**src/rtl/fetch_pkg.sv**
```systemverilog
// Shared types and default sizing for the instruction-byte prefetcher.
// The FSM walks IDLE -> FETCH and passes through REDIRECT after every flush.
package fetch_pkg;

    typedef enum logic [1:0] {
        IDLE     = 2'd0,
        FETCH    = 2'd1,
        REDIRECT = 2'd2
    } state_t;

    localparam int DEF_DEPTH  = 4;
    localparam int DEF_ADDR_W = 16;

endpackage

```
**src/rtl/fetch_queue_if.sv**
```systemverilog
// Prefetcher handshake bundle: the control inputs, the ROM read port and the byte stream to decode.
// master = prefetcher side, slave = environment side (ROM, decoder, sequencer).
interface fetch_queue_if #(
    parameter int ADDR_W = 16
);
    logic              fetch_en;
    logic              flush;
    logic [ADDR_W-1:0] flush_addr;
    logic              rom_en;
    logic [ADDR_W-1:0] rom_addr;
    logic [7:0]        rom_byte;
    logic [7:0]        byte_out;
    logic [ADDR_W-1:0] byte_pc;
    logic              byte_vld;
    logic              byte_rdy;

    modport master (
        input  fetch_en, flush, flush_addr, rom_byte, byte_rdy,
        output rom_en, rom_addr, byte_out, byte_pc, byte_vld
    );

    modport slave (
        output fetch_en, flush, flush_addr, rom_byte, byte_rdy,
        input  rom_en, rom_addr, byte_out, byte_pc, byte_vld
    );
endinterface

```
**src/rtl/fetch_fifo.sv**
```systemverilog
// DEPTH x 8 byte queue with head/tail pointers, occupancy count and a synchronous clear.
// Holds data only; the address of each byte is reconstructed by the parent.
module fetch_fifo #(
    parameter  int DEPTH = 4,
    localparam int PTR_W = $clog2(DEPTH),
    localparam int CNT_W = PTR_W + 1
) (
    input  logic             clock,
    input  logic             reset,
    input  logic             i_push,
    input  logic             i_pop,
    input  logic             i_clear,
    input  logic [7:0]       i_data,
    output logic [7:0]       o_head,
    output logic [CNT_W-1:0] o_count,
    output logic             o_full,
    output logic             o_empty
);
    logic [7:0]       r_mem [DEPTH];
    logic [PTR_W-1:0] r_head;
    logic [PTR_W-1:0] r_tail;
    logic [CNT_W-1:0] r_count;
    logic             w_full;
    logic             w_empty;
    logic             w_push;
    logic             w_pop;

    assign w_full  = (r_count == CNT_W'(DEPTH));
    assign w_empty = (r_count == '0);
    assign w_push  = i_push && !w_full;
    assign w_pop   = i_pop && !w_empty;

    // NOTE: the storage is reset on purpose so the head byte reads 0 out of reset; fine at this tiny depth, not for large RAMs.
    always_ff @(posedge clock or posedge reset) begin
        if (reset) begin
            for (int i = 0; i < DEPTH; i++) r_mem[i] <= 8'h00;
        end else if (w_push && !i_clear) begin
            r_mem[r_tail] <= i_data;
        end
    end

    // NOTE: state registers use <= so every flop samples pre-edge values regardless of statement order.
    always_ff @(posedge clock or posedge reset) begin
        if (reset) begin
            r_head  <= '0;
            r_tail  <= '0;
            r_count <= '0;
        end else if (i_clear) begin
            r_head  <= '0;
            r_tail  <= '0;
            r_count <= '0;
        end else begin
            if (w_push) r_tail <= r_tail + 1'b1;
            if (w_pop)  r_head <= r_head + 1'b1;
            case ({w_push, w_pop})
                2'b10:   r_count <= r_count + 1'b1;
                2'b01:   r_count <= r_count - 1'b1;
                default: r_count <= r_count;
            endcase
        end
    end

    assign o_head  = r_mem[r_head];
    assign o_count = r_count;
    assign o_full  = w_full;
    assign o_empty = w_empty;
endmodule

```
**src/rtl/fetch_queue.sv**
```systemverilog
// Instruction-byte prefetcher: sequential ROM reads into a small queue, drained by a valid/ready consumer.
// A flush empties the queue, reloads the fetch address and inserts one REDIRECT bubble.
module fetch_queue
    import fetch_pkg::*;
#(
    parameter int DEPTH  = DEF_DEPTH,
    parameter int ADDR_W = DEF_ADDR_W
) (
    input  logic           clock,
    input  logic           reset,
    fetch_queue_if.master  bus
);
    localparam int CNT_W = $clog2(DEPTH) + 1;

    state_t            r_state;
    state_t            w_next_state;
    logic [ADDR_W-1:0] r_fetch_addr;
    logic              w_rom_en;
    logic              w_push;
    logic              w_pop;
    logic              w_byte_vld;
    logic [7:0]        w_head;
    logic [CNT_W-1:0]  w_count;
    logic              w_full;
    logic              w_empty;

    always_ff @(posedge clock or posedge reset) begin
        if (reset) r_state <= IDLE;
        else       r_state <= w_next_state;
    end

    // NOTE: the default assignment first means no path leaves the target unassigned, so no latch is inferred.
    always_comb begin
        w_next_state = r_state;
        if (bus.flush) begin
            w_next_state = REDIRECT;
        end else begin
            case (r_state)
                IDLE:     w_next_state = bus.fetch_en ? FETCH : IDLE;
                FETCH:    w_next_state = bus.fetch_en ? FETCH : IDLE;
                REDIRECT: w_next_state = bus.fetch_en ? FETCH : IDLE;
                default:  w_next_state = IDLE;
            endcase
        end
    end

    always_comb begin
        w_rom_en = 1'b0;
        if (r_state == FETCH) w_rom_en = !w_full;
    end

    // A read issued in the flush cycle still advances nothing: flush_addr wins.
    always_ff @(posedge clock or posedge reset) begin
        if (reset)         r_fetch_addr <= '0;
        else if (bus.flush) r_fetch_addr <= bus.flush_addr;
        else if (w_rom_en)  r_fetch_addr <= r_fetch_addr + 1'b1;
    end

    assign w_push     = w_rom_en && !bus.flush;
    assign w_byte_vld = !w_empty && !bus.flush;
    assign w_pop      = w_byte_vld && bus.byte_rdy;

    fetch_fifo #(.DEPTH(DEPTH)) u_fifo (
        .clock   (clock),
        .reset   (reset),
        .i_push  (w_push),
        .i_pop   (w_pop),
        .i_clear (bus.flush),
        .i_data  (bus.rom_byte),
        .o_head  (w_head),
        .o_count (w_count),
        .o_full  (w_full),
        .o_empty (w_empty)
    );

    assign bus.rom_en   = w_rom_en;
    assign bus.rom_addr = r_fetch_addr;
    assign bus.byte_vld = w_byte_vld;
    assign bus.byte_out = w_head;
    assign bus.byte_pc  = r_fetch_addr - ADDR_W'(w_count);
endmodule

```
**src/flat_wrapper.sv**
```systemverilog
// flat-port wrapper written by rule: the top's interface ports become plain ports
module fetch_queue_flat import fetch_pkg::*;
#(
    parameter int DEPTH  = DEF_DEPTH,
    parameter int ADDR_W = DEF_ADDR_W
)
  (clock, reset, bus_fetch_en, bus_flush, bus_flush_addr, bus_rom_byte, bus_byte_rdy, bus_rom_en, bus_rom_addr, bus_byte_out, bus_byte_pc, bus_byte_vld);
  fetch_queue_if #(.ADDR_W(ADDR_W)) bus_i ();
  input  logic clock;
  input  logic reset;
  input wire logic [$bits(bus_i.fetch_en)-1:0] bus_fetch_en;
  input wire logic [$bits(bus_i.flush)-1:0] bus_flush;
  input wire logic [$bits(bus_i.flush_addr)-1:0] bus_flush_addr;
  input wire logic [$bits(bus_i.rom_byte)-1:0] bus_rom_byte;
  input wire logic [$bits(bus_i.byte_rdy)-1:0] bus_byte_rdy;
  output wire logic [$bits(bus_i.rom_en)-1:0] bus_rom_en;
  output wire logic [$bits(bus_i.rom_addr)-1:0] bus_rom_addr;
  output wire logic [$bits(bus_i.byte_out)-1:0] bus_byte_out;
  output wire logic [$bits(bus_i.byte_pc)-1:0] bus_byte_pc;
  output wire logic [$bits(bus_i.byte_vld)-1:0] bus_byte_vld;
  assign bus_i.fetch_en = bus_fetch_en;
  assign bus_i.flush = bus_flush;
  assign bus_i.flush_addr = bus_flush_addr;
  assign bus_i.rom_byte = bus_rom_byte;
  assign bus_i.byte_rdy = bus_byte_rdy;
  assign bus_rom_en = bus_i.rom_en;
  assign bus_rom_addr = bus_i.rom_addr;
  assign bus_byte_out = bus_i.byte_out;
  assign bus_byte_pc = bus_i.byte_pc;
  assign bus_byte_vld = bus_i.byte_vld;
  fetch_queue #(.DEPTH(DEPTH), .ADDR_W(ADDR_W)) u_core (.clock(clock), .reset(reset), .bus(bus_i));
endmodule
```
**config.mk**
```make
export PLATFORM = sky130hd
export DESIGN_NAME = fetch_queue_flat
export DESIGN_NICKNAME = d
export VERILOG_FILES = /design/src/rtl/fetch_pkg.sv /design/src/rtl/fetch_queue_if.sv /design/src/rtl/fetch_fifo.sv /design/src/rtl/fetch_queue.sv /design/src/flat_wrapper.sv
export SDC_FILE = /design/constraint.sdc
export NUM_CORES = 1
export LEC_CHECK = 0
export CAP_MARGIN = 5
export CORE_AREA = 2 2 95 97
export DETAILED_ROUTE_END_ITERATION = 10
export DIE_AREA = 0 0 97 99
export DONT_BUFFER_PORTS = 1
export SETUP_SLACK_MARGIN = 0.05
export SYNTH_ARGS = -nofsm -noshare
export SYNTH_HDL_FRONTEND = slang
export SYNTH_HIERARCHICAL = 1
export SYNTH_SLANG_ARGS = --single-unit
```
**constraint.sdc**
```tcl
create_clock -name clock -period 3.55 [get_ports clock]
set_input_delay 0.71 -clock clock [delete_from_list [all_inputs] [get_ports clock]]
set_output_delay 0.71 -clock clock [all_outputs]
set_load 0.005 [all_outputs]
```
Word-level counts from Yosys, hierarchy flattened
Cells that the tools add are included.
{"block": "classes", "bitwise_logic": 2, "n_addsub": 6, "n_eq_ne": 5, "mux": 18, "n_reduce_logical": 17, "magnitude_cmp": 3}
{"cell": "$bwmux 32", "n": 1}
{"cell": "$mux 16", "n": 2}
{"cell": "$mux 8", "n": 3}
{"cell": "$add 16x1->16 const B", "n": 1}
{"cell": "$bmux 8 s2", "n": 1}
{"cell": "$demux 8 s2", "n": 1}
{"cell": "$sub 16x3->16", "n": 1}
{"cell": "$mux 2", "n": 6}
{"cell": "$logic_and 1x1->1", "n": 7}
{"cell": "$ge 3x3->1 const B", "n": 2}
{"cell": "$not 2->3", "n": 2}
{"cell": "$pmux 3 s2", "n": 1}
{"cell": "$reduce_bool 2->1", "n": 3}
{"cell": "$add 2x1->2 const B", "n": 2}
{"cell": "$eq 2x1->1 const B", "n": 2}
{"cell": "$eq 2x2->1 const B", "n": 2}
{"cell": "$add 3x1->3 const B", "n": 1}
{"cell": "$eq 3x3->1 const B", "n": 1}
{"cell": "$logic_not 1->1", "n": 3}
{"cell": "$logic_not 3->1", "n": 1}
{"cell": "$lt 3x1->1 const B", "n": 1}
{"cell": "$mux 3", "n": 1}
{"cell": "$reduce_bool 3->1", "n": 1}
{"cell": "$reduce_or 3->1", "n": 1}
{"cell": "3 further kinds", "n": 4}
{"block": "totals", "regBits": 57, "out_inout_bits": 42}

Logic depth before layout (Yosys ltp)
Gate-level depths: netlist (run 1).
{"block": "depth", "depth_word": 8, "depth_mapped": 14, "ltp_nobuf": 10}

Modules after synthesis
Netlist (run 1), hierarchy kept.
{"mod": "fetch_fifo", "seq_area_each_um2": 975.9, "instances": 1, "area_each_um2": 1984.4, "cells_per_inst": 139}
{"mod": "fetch_queue", "seq_area_each_um2": 450.4, "instances": 1, "area_each_um2": 1371.3, "cells_per_inst": 161}

Least setup slack after synthesis (run 1)
No wires, ideal clock.
{"block": "synth_timing", "path_type": "register -> register", "startpoint": "register u_core.u_fifo.r_count[1], in the netlist u_core/u_fifo/o_count[1]", "endpoint": "register u_core.u_fifo.r_count[2], in the netlist u_core/u_fifo/o_count[2]", "required_time_ns": 3.413, "setup_time_ns": 0.137, "path_stages_with_launch": 14, "n_path_buf": 3, "period_less_slack_ns": 3.007, "arrival_time_ns": 2.870, "slack_ns": 0.543, "path_cell_list": "dfrtp_1 > or3b_1 > buf_6 > inv_1 > nor3b_4 > and2_2 > buf_2 > buf_2 > o21a_1 > nor2_1 > fa_1 > nand2b_1 > o221ai_1 > a31oi_1"}
{"block": "synth_via", "elab_chain_cells": 8, "elab_cells_between_ends": 17, "cone_classes": "2 x add/sub; 3 x eq/ne; 3 x mux; 9 x reduce/logical"}
{"item": "start: declaration", "line_no": "fetch_fifo.sv:22", "text": "logic [CNT_W-1:0] r_count;"}
{"item": "start signal: assignment", "line_no": "fetch_fifo.sv:56", "text": "2'b10: r_count <= r_count + 1'b1;"}
{"item": "start signal: assignment", "line_no": "fetch_fifo.sv:57", "text": "2'b01: r_count <= r_count - 1'b1;"}
{"item": "start signal: assignment", "line_no": "fetch_fifo.sv:58", "text": "default: r_count <= r_count;"}
{"item": "$eq 3x3->1 (*)", "line_no": "fetch_fifo.sv:28", "text": "assign w_full = (r_count == CNT_W'(DEPTH));"}
{"item": "named net u_core.w_full", "line_no": "fetch_queue.sv:24", "text": "logic w_full;"}
{"item": "$logic_not 1->1 (*)", "line_no": "fetch_queue.sv:49", "text": "if (r_state == FETCH) w_rom_en = !w_full;"}
{"item": "$mux 1 (*)", "line_no": "fetch_queue.sv:49"}
{"item": "named net bus_rom_en", "line_no": "flat_wrapper.sv:16", "text": "output wire logic [$bits(bus_i.rom_en)-1:0] bus_rom_en;"}
{"item": "$logic_and 1x1->1 (*)", "line_no": "fetch_queue.sv:59", "text": "assign w_push = w_rom_en && !bus.flush;"}
{"item": "named net u_core.w_push", "line_no": "fetch_queue.sv:19", "text": "logic w_push;"}
{"item": "$logic_and 1x1->1 (*)", "line_no": "fetch_fifo.sv:30", "text": "assign w_push = i_push && !w_full;"}
{"item": "$eq 2x1->1 or $eq 2x2->1 (tied branches)", "line_no": "fetch_fifo.sv:55", "text": "case ({w_push, w_pop})"}
{"item": "$pmux 3 s2", "line_no": "fetch_fifo.sv:55"}
{"item": "$mux 3", "line_no": "fetch_fifo.sv:48", "text": "end else if (i_clear) begin"}
Mark *: on every way through the listed nets, which the timed path passes. The rest lies on a longest branch.
A chain may end at the register's enable or synchronous reset.

Worst setup path after layout (run 1)
{"block": "layout_timing", "startpoint": "register u_core.u_fifo.r_count[0], in the netlist u_core/u_fifo/o_count[0]", "endpoint": "output bus_byte_pc[8]"}
{"block": "layout_via", "elab_chain_cells": 1}
{"item": "$sub 16x3->16", "line_no": "fetch_queue.sv:80", "text": "assign bus.byte_pc = r_fetch_addr - ADDR_W'(w_count);"}
{"item": "end: declaration", "line_no": "flat_wrapper.sv:19", "text": "output wire logic [$bits(bus_i.byte_pc)-1:0] bus_byte_pc;"}
No other way between the ends.

==> results.toml, run 1 <==
[outcome]
status = "finished clean"

[synth]
yosys-top-cells-area = "dfrtp_1 43%, mux2_2 10%, mux4_2 5.4%, xnor2_1 3.4%, xor2_1 3.4%"
synth_top_area_share = 0.425
synth_common_cells = "57 x dfrtp_1, 31 x mux2_2, 20 x nand2_1, 20 x nor2_1, 17 x o21ai_0"
synth-async-reset-ratio = 1.00
synth_ff_type = "dfrtp_1"
ys_ff_latch = 57
synth_cells = 300
synth_edf_count = 0
yosysUniqueCellTypes = 52
yosysMostFrequentCell = "dfrtp_1"
syn_area_per_cell_um2 = 11.2
synth_area_um2 = 3360
yosys.area.top_type = "dfrtp_1"
synth_seq_area_share = 0.425
synth_nets = 339
ys_warn_count = 6

[global_routing]
antenna_found_initial = 0
track_usage = 0.156
grt_pass1_vias = 2280
grt_max_degree = 40
grt_overflow = 0
grt_pass1_wl_mm = 12.0

[place]
portBuffers = 0
hpwl_mm = 4.92
place_congestion = 0.858

[sta]
period_needed_ns = 3.21
hold_viol_final = 0
slew_violations = 0
worstMarginPinSlew_ns = 0.720
finalSetupViolCount = 0
fin_crit_sh = 0.905
fmax_ghz = 0.311
relSlewSlack = 0.519
fin_tns_setup_ns = 0
rsz0062_at_grt = "no"
clock_skew_ns = 0.00913

[setup_path]
worst-r2r-setup-slack_ns = 0.75
ff2ff_path_depth = 10
timing.rr.end = "u_core/u_fifo/o_count[2]"
arrival_ns = 2.50
crit_path_max_fanout = 11
critPathLaunchType = "flip-flop"
cp-end-kind = "output pin"
crit_type = "flip-flop to output pin"
r2r-start = "u_core/u_fifo/o_count[1]"
critical_path_required_ns = 2.84

[pwr]
cellLeakagePower_uw = 0.00158
vdd_ir_drop_max_mv = 0.216
cellPowerDensity_nw_per_um2 = 442

[detailed_routing]
highest_layer = "met4"
wl_met1_mm = 3.34
drt_iter0_drc = 69
drt_first_pass_iters = 4
wl_met3_um = 385
drc = 0
vias = 2307
final_antenna_net_count = 0
viasPerCell = 5.61
routed_wl_mm = 7.01
wl_met2_mm = 3.19
wl_per_cell_um = 17.0

[clock_network]
h-tree-depth = 3
cts_tree = "built"
cts.sinks = 57
cts-root-buf = "clkbuf_8"
cts_hold_buf = 0
cts_post_setup_buffers_inserted = 0
numCtsBuffers = 9
worstSkewPairLatency_ns = 0.33
ctsResizeCount = 0
clockBufferDepth = 2
cts.clk_slew.worst_paths_ns = 0.07

[cells_and_area]
antenna_cells = 0
final_core_util = 0.427
finalNetCount = 337
drive_gt1_frac = 0.244
area_growth_pct = 8.84

[hold_path]
hp-class = "input pin to async pin"

[floorplan]
pin_count = 71
design.die.area_um2 = 9600
std_cell_rows = 34
start_util = 0.392
die_h_um = 99
fp.dieW_um = 97
core_um2 = 8550

[job]
cap_violations = 0
layout by cell type (no fill, tap or decap), types with 3 or more instances in the layout:
master    netlist  layout
or2_2           3       3
and3_1          3       3
nand3_1        10      10
mux2_2         31      31
buf_4           0       4
a31oi_1         6       6
xnor2_1        13      13
a21oi_1         5       5
mux4_2          8       8
xor2_1         13      13
ha_1            8       8
o21ai_0        17      17
nand4b_4        4       4
or3_2           3       3
nor2_1         20      20
dfrtp_1        57      57
nand4_1         7       7
nand2_1        20      20
o31ai_1         3       3
inv_1          16      16
clkbuf_8        0       9
cell type report:
cell class	instances	area, um2
multi-input cells	210	1770
clock inverters	7	103
flip-flops and latches	57	1430
repair buffers	4	30.0
well taps	108	135
clock buffers	9	124
fillers	814	4900
inverters	16	60.1
kinds of logic after synthesis:
logic type | Yosys count | synth area share
multiplexers | 41 | 0.164
AND/OR/NAND/NOR | 93 | 0.181
adder cells (fa/ha/maj) | 10 | 0.0418
buffers and inverters | 33 | 0.0462
flip-flops | 57 | 0.425
AO/OA/AOI/OAI | 40 | 0.0735
XOR/XNOR | 26 | 0.0679
where the power goes:
part	switching [uW]	total, uW	internal, uW
clock	285	687	402
sequential	56.2	750	694
combinational	88.6	176	87.8
total	429	1610	1180
worst max-delay path by stage:
stage                        startpoint                  endpoint  slack, ns  cells past startpoint
2_1_floorplan  u_core/u_fifo/o_count[1]  u_core/u_fifo/o_count[2]       0.54                     13
3_3_place_gp   u_core/u_fifo/o_count[0]           bus_byte_pc[12]       0.81                      6
3_5_place_dp   u_core/u_fifo/o_count[0]            bus_byte_pc[8]       0.71                      6
4_1_cts        u_core/u_fifo/o_count[0]            bus_byte_pc[8]       0.33                      6
5_1_grt        u_core/u_fifo/o_count[0]            bus_byte_pc[8]       0.10                      6
6_report       u_core/u_fifo/o_count[0]            bus_byte_pc[8]       0.34                      6
routing by layer:
layer  track usage  vias to the layer above
met5             0                        -
met4        0.0574                        0
met3        0.0447                        8
met2         0.232                       63
met1         0.218                     1152
li1              -                     1084
through the flow:
step                      power [uW]  hold slack (ns)  setup slack, ns  instances  instance area (um2)
after floorplan                  904            0.459            0.543        300                 3360
after detailed placement         943            0.480            0.712        395                 3430
after global placement           937            0.469            0.809        395                 3430
after global routing            1690            0.383            0.103        411                 3650
final                           1610            0.380            0.336        411                 3650
after CTS                       1640            0.387            0.335        411                 3650
state kept, by name, summed over array words and instances (netlist names):
| name | cells |
|---|---|
| u_core/r_state | 2 |
| u_core/u_fifo/r_mem | 32 |
| u_core/bus.rom_addr | 16 |
| u_core/u_fifo/r_tail | 2 |
| u_core/u_fifo/o_count | 3 |
| u_core/u_fifo/r_head | 2 |
critical path: stages, from the launching register on:
cell and delay [ns]:
dfrtp_1 0.54, ha_1 0.28, fa_1 0.23, nor2b_1 0.08, or4_1 0.52, nor4_1 0.28
xor2_1 0.25
No activity file was read; power rests on OpenSTA's default activity.
==> inputs of run 2 (changes only) <==
CAP_MARGIN = 20   (was 5)
==> results of run 2 <==
No change in the layout: final DEF, timing and power equal those of run 1.
